<file path="src/rtl/matrix_operand_loader.sv">
// Serial-to-parallel operand loader for a combinational 3x3 matrix multiplier.
// Collects 18 bytes (A then B, row-major) and holds them until the consumer acks.
module matrix_operand_loader #(
    parameter int DATA_W = 8
) (
    input  logic              clk,
    input  logic              rst,
    input  logic [DATA_W-1:0] in_data,
    input  logic              in_valid,
    output logic              in_ready,
    input  logic              clr,
    input  logic              mat_ack,
    output logic [DATA_W-1:0] a1,
    output logic [DATA_W-1:0] a2,
    output logic [DATA_W-1:0] a3,
    output logic [DATA_W-1:0] a4,
    output logic [DATA_W-1:0] a5,
    output logic [DATA_W-1:0] a6,
    output logic [DATA_W-1:0] a7,
    output logic [DATA_W-1:0] a8,
    output logic [DATA_W-1:0] a9,
    output logic [DATA_W-1:0] b1,
    output logic [DATA_W-1:0] b2,
    output logic [DATA_W-1:0] b3,
    output logic [DATA_W-1:0] b4,
    output logic [DATA_W-1:0] b5,
    output logic [DATA_W-1:0] b6,
    output logic [DATA_W-1:0] b7,
    output logic [DATA_W-1:0] b8,
    output logic [DATA_W-1:0] b9,
    output logic              mat_valid,
    output logic [4:0]        load_cnt
);

    localparam int          N_ELEM   = 18;
    localparam logic [4:0]  LAST_IDX = 5'd17;

    typedef enum logic {
        LOAD,
        HOLD
    } state_t;

    state_t            state_reg, state_next;
    logic [4:0]        cnt_reg, cnt_next;
    logic              accept;
    logic [DATA_W-1:0] elem_reg [N_ELEM];

    always_ff @(posedge clk or posedge rst) begin
        if (rst) begin
            state_reg <= LOAD;
            cnt_reg   <= 5'd0;
        end else begin
            state_reg <= state_next;
            cnt_reg   <= cnt_next;
        end
    end

    // clr takes priority over both accept and ack, in either state.
    always_comb begin
        state_next = state_reg;
        cnt_next   = cnt_reg;
        in_ready   = 1'b0;
        mat_valid  = 1'b0;
        accept     = 1'b0;
        case (state_reg)
            LOAD: begin
                in_ready = 1'b1;
                if (clr) begin
                    cnt_next = 5'd0;
                end else if (in_valid) begin
                    accept   = 1'b1;
                    cnt_next = cnt_reg + 5'd1;
                    if (cnt_reg == LAST_IDX) begin
                        state_next = HOLD;
                    end
                end
            end
            HOLD: begin
                mat_valid = 1'b1;
                if (clr || mat_ack) begin
                    state_next = LOAD;
                    cnt_next   = 5'd0;
                end
            end
            default: begin
                state_next = LOAD;
                cnt_next   = 5'd0;
            end
        endcase
    end

    // Element k is written directly at the edge that accepts it; no staging.
    always_ff @(posedge clk or posedge rst) begin
        if (rst) begin
            for (int i = 0; i < N_ELEM; i++) begin
                elem_reg[i] <= '0;
            end
        end else begin
            for (int i = 0; i < N_ELEM; i++) begin
                if (accept && (cnt_reg == 5'(i))) begin
                    elem_reg[i] <= in_data;
                end
            end
        end
    end

    assign load_cnt = cnt_reg;

    assign a1 = elem_reg[0];
    assign a2 = elem_reg[1];
    assign a3 = elem_reg[2];
    assign a4 = elem_reg[3];
    assign a5 = elem_reg[4];
    assign a6 = elem_reg[5];
    assign a7 = elem_reg[6];
    assign a8 = elem_reg[7];
    assign a9 = elem_reg[8];
    assign b1 = elem_reg[9];
    assign b2 = elem_reg[10];
    assign b3 = elem_reg[11];
    assign b4 = elem_reg[12];
    assign b5 = elem_reg[13];
    assign b6 = elem_reg[14];
    assign b7 = elem_reg[15];
    assign b8 = elem_reg[16];
    assign b9 = elem_reg[17];

endmodule
</file>
<file path="config.mk">
export PLATFORM = sky130hd
export DESIGN_NAME = matrix_operand_loader
export DESIGN_NICKNAME = d
export VERILOG_FILES = /design/src/rtl/matrix_operand_loader.sv
export SDC_FILE = /design/constraint.sdc
export NUM_CORES = 1
export LEC_CHECK = 0
export BUFFER_PORTS_ARGS = -buffer_cell sky130_fd_sc_hd__buf_2
export CAP_MARGIN = 40
export CORE_UTILIZATION = 56
export DETAILED_ROUTE_END_ITERATION = 10
export GPL_ROUTABILITY_DRIVEN = 0
export PLACE_DENSITY = 0.85
export SYNTH_ARGS = -nofsm -noshare
export SYNTH_HDL_FRONTEND = slang
export SYNTH_SLANG_ARGS = --single-unit
</file>
<file path="constraint.sdc">
create_clock -name clk -period 9 [get_ports clk]
set_clock_uncertainty 0.15 [all_clocks]
set_input_delay 1.8 -clock clk [delete_from_list [all_inputs] [get_ports clk]]
set_output_delay 1.8 -clock clk [all_outputs]
set_load 0.005 [all_outputs]
</file>
After elaboration in Yosys (flattened, before gate mapping)
Cells that the tools add are included.
- register bits after elaboration: 150
- logic and storage cells: 76
- multiplexer cells: 14
- bitwise operators: 1
- add/subtract/negate cells: 1
- equal/unequal tests: 19
- reduce and logical (&&, ||, !) cells: 21
- operators by type and width (cell ; number):
    5-bit by 4-bit == test with 1-bit output (second input constant) ; 8
    5-bit by 3-bit == test with 1-bit output (second input constant) ; 4
    1-bit logical AND ; 18
    5-bit two-way mux ; 3
    5-bit by 2-bit == test with 1-bit output (second input constant) ; 2
    5-bit == test (second input constant) ; 2
    5-bit one-hot mux with 2 select lines ; 1
    1-bit two-way mux ; 9
    5-bit by 1-bit adder with 5-bit output (second input constant) ; 1
    5-bit by 1-bit == test with 1-bit output (second input constant) ; 1
    5-bit logical NOT ; 1
    3-bit != test (second input constant) ; 1
    2-bit by 1-bit != test with 1-bit output (second input constant) ; 1
    1-bit one-hot mux with 2 select lines ; 1
    2-bit AND reduction ; 1
    1-bit logical OR ; 1
    1-bit inverter ; 1

Logic depth before layout (Yosys ltp)
- depth after elaboration: 5
- mapped depth: 6
- depth with buffers taken out: 6

Least setup slack after synthesis
Ideal clock, no wire load.
- path type: input -> register
- from: input clr
- to: register elem_reg (netlist bit a5[0])
- arrival time: 3.286 ns
- setup slack: 5.439 ns
- buffers on the path: 2
- required time: 8.725 ns
- cell stages on the path: 5
- cell sequence: clkbuf_1 or3_1 buf_2 nor4b_4 mux2_2
- word-level cells in the longest chain between the ends: 3
- ends and longest elaborated chain (what ; line ; text):
    from (decl) ; 11 ; input logic clr,
    1-bit two-way mux ; 68 ; if (clr) begin
    1-bit two-way mux ; 65 ; case (state_reg)
    1-bit logical AND ; 100 ; if (accept && (cnt_reg == 5'(i))) begin
    to (signal, indexed assignment) ; 101 ; elem_reg[i] <= in_data;
    to (decl) ; 46 ; logic [DATA_W-1:0] elem_reg [N_ELEM];
Every way passes these cells.
A chain may end at the register's enable or synchronous reset.

Worst setup path in the final report
- from: register state_reg
- to: output in_ready
- word-level cells in the longest chain between the ends: 1
- ends and longest elaborated chain (what ; line ; text):
    from (decl) ; 43 ; state_t state_reg, state_next;
    from (signal assigned) ; 53 ; state_reg <= state_next;
    1-bit two-way mux ; 65 ;
    to (decl) ; 10 ; output logic in_ready,
Every way passes these cells.

==> impl_metrics.toml <==
[floorplan]
dieArea_mm2 = 0.0111
start_util_pct = 57.8
boundaryPins = 164
die_w_um = 105
die_h_um = 105
rows = 37
coreArea_mm2 = 0.0104

[clocking]
cts_buffers = 17
cts_buffer_depth = 2
root_buffer = "clkbuf_8"
cts_sinks = 150
cts_hold_buf = 0
post_cts.repair.setup_buffers = 0
ctsResizeCount = 0
htreeDepth = 4
clkLatencyLatePin_ns = 0.52
clkTransAtPathRegs_ns = 0.06
cts_tree = "yes"

[yosys]
synth.area.top_cells = "dfrtp_1 (63%), mux2_2 (26%), mux2_4 (2.0%), ha_1 (1.0%), clkbuf_1 (0.88%)"
synth.most_common_cell = "dfrtp_1"
synth.net_count = 394
synthCells = 376
syn_avg_cell_area_um2 = 15.9
synth_top_area_share_pct = 62.6
ys_top_cells_by_count = "dfrtp_1 (150), mux2_2 (136), clkbuf_1 (14)"
yosys.area.top_type = "dfrtp_1"
synth_edf_count = 0
yosysSeqAreaShare_pct = 62.6
async_flop_share_pct = 100
synth_warnings = 0
synthesis.area_mm2 = 0.00599
synth_flop_cell = "dfrtp_1"
synth_cell_types = 32
ys_ff_latch = 150

[pwr]
power_frac_seq_pct = 46.5
switching_share_pct = 23.4
power_frac_comb_pct = 9.4
power_leakage_nw = 4.13
netSwitchingPower_mw = 0.377
ir_worst_vdd_mv = 0.121
clkPwrFrac_pct = 44.2
p_per_area_mw_per_mm2 = 215
power.internal_mw = 1.24

[setup_path]
crit_start = "state_reg$_DFF_PP0_"
crit_required_ns = 7.05
reg2reg_depth = 3
rrSetupSlack_ns = 6.26
r2r_end = "b1[5]$_DFFE_PP0P_"
path_max_fanout = 15
criticalPathCategory = "flip-flop to output port"
crit_end = "in_ready"
reg2reg_from = "load_cnt[3]$_DFFE_PP0P_"
arrival_ns = 1.55
crit_path_end_kind = "output port"
cp-start-kind = "flip-flop"

[drt]
wirelength_um = 14600
drc_errors = 0
drt_iter0_drc = 176
ant_nets = 0
dr.pass1.iters = 4
route.vias.total = 3822
via_per_inst = 5.54
wire_per_inst_um = 21.1

[global_route]
grt_max_degree = 68
grt_antenna_before_repair = 0
grt_pass1_wl_um = 23100
grt-ovfl-total = 0
grt.total_usage_pct = 27.9
first_global_vias = 4058

[flow_run]
max_cap_violations = 0

[finish]
seqCellArea_mm2 = 0.00375
layout-drive-gt1-share_pct = 63.4
n_antenna_cell = 0
area_delta_synth_final_pct = 25.3
multi_input_area_mm2 = 0.00211
fillers = 681
final_cells = 690
layout.nets = 559

[placement]
dp_cells = 658
portBuffers = 163
post-dp-hpwl_um = 9490

[sta]
finalSetupViolations = 0
worst_pin_slew_ns = 0.890
fin_setup_tns_ns = 0
slew_viol_final = 0
fin_crit_ns = 3.50
fmax_mhz = 286
max_slew_margin_pct = 40.3
fin_crit_sh_pct = 38.9
finalHoldViolCount = 0
rsz0062_at_grt = "false"

[hold_path]
hp-start = "a4[6]$_DFFE_PP0P_"
holdCritPathClass = "flip-flop to flip-flop"

[status]
status = "finished, final reports clean"
## power by group through the flow
stage / sequential (mW) / clock, mW / combinational (mW)
3_3_place_gp: 0.758 / 0 / 0.144
6_report: 0.750 / 0.713 / 0.151
4_1_cts: 0.750 / 0.721 / 0.154
2_1_floorplan: 0.764 / 0 / 0.0693
5_1_grt: 0.755 / 0.744 / 0.164
3_5_place_dp: 0.761 / 0 / 0.150
## cell type report
type                    count  area share, %
repair buffers            165           11.2
well taps                 136           2.27
clock inverters            11           1.98
clock buffers              21           5.98
inverters                   7          0.417
multi-input cells         200           28.1
flip-flops and latches    150           50.0
## routing by layer
metal  GRT usage, %  wire length (um)
met5              0                 0
met4           10.3               278
met3           7.73               844
met2           45.9              7350
met1           35.4              6100
## placed cells by master, fill, tap and decap left out, types with 4 or more instances in the layout
cell       netlist  routed
nand4_1          7       7
nor3_2           4       4
clkbuf_16        0      16
nor2_1           5       5
inv_1            7       6
mux2_2         136     136
mux2_4           8       8
buf_2            1     163
dfrtp_1        150     150
ha_1             5       5
nand2_1          7       7
## metrics by stage
stage / power [mW] / hold slack (ns) / util (%) / instance area, um2 / worst slack [ns]
6_report: 1.61 / 0.351 / 72.4 / 7510 / 5.50
3_3_place_gp: 0.902 / 0.332 / 66.4 / 6890 / 5.05
3_5_place_dp: 0.912 / 0.337 / 66.6 / 6910 / 5.03
2_1_floorplan: 0.833 / 0.354 / - / 5990 / 3.01
4_1_cts: 1.62 / 0.350 / 72.4 / 7510 / 5.50
5_1_grt: 1.66 / 0.358 / 72.4 / 7510 / 5.44
## cells by family (layout without fill, tap and decap cells)
group / count (synthesis) / in the layout / synth area share (%)
AOI/OAI and AO/OA: 5 / 5 / 0.647
xor gates and xnor gates: 1 / 1 / 0.146
adders and majority gates: 5 / 5 / 1.04
buffers and inverters: 26 / 204 / 2.15
DFF: 150 / 150 / 62.6
muxes: 145 / 145 / 27.7
and+or+nand+nor: 44 / 44 / 5.64
## critical path, stage by stage (launching register included)
cell and delay, ns:
dfrtp_1 0.64, inv_1 0.20, buf_2 0.18
## worst min path at each step
stage / endpoint / slack, ns / cells after the start
4_1_cts: a4[6]$_DFFE_PP0P_ / 0.35 / 1
6_report: a4[6]$_DFFE_PP0P_ / 0.35 / 1
2_1_floorplan: a1[0]$_DFFE_PP0P_ / 0.35 / 1
3_3_place_gp: a1[3]$_DFFE_PP0P_ / 0.33 / 1
5_1_grt: a5[4]$_DFFE_PP0P_ / 0.36 / 1
3_5_place_dp: a4[6]$_DFFE_PP0P_ / 0.34 / 1
(Power assumes the default switching activity.)
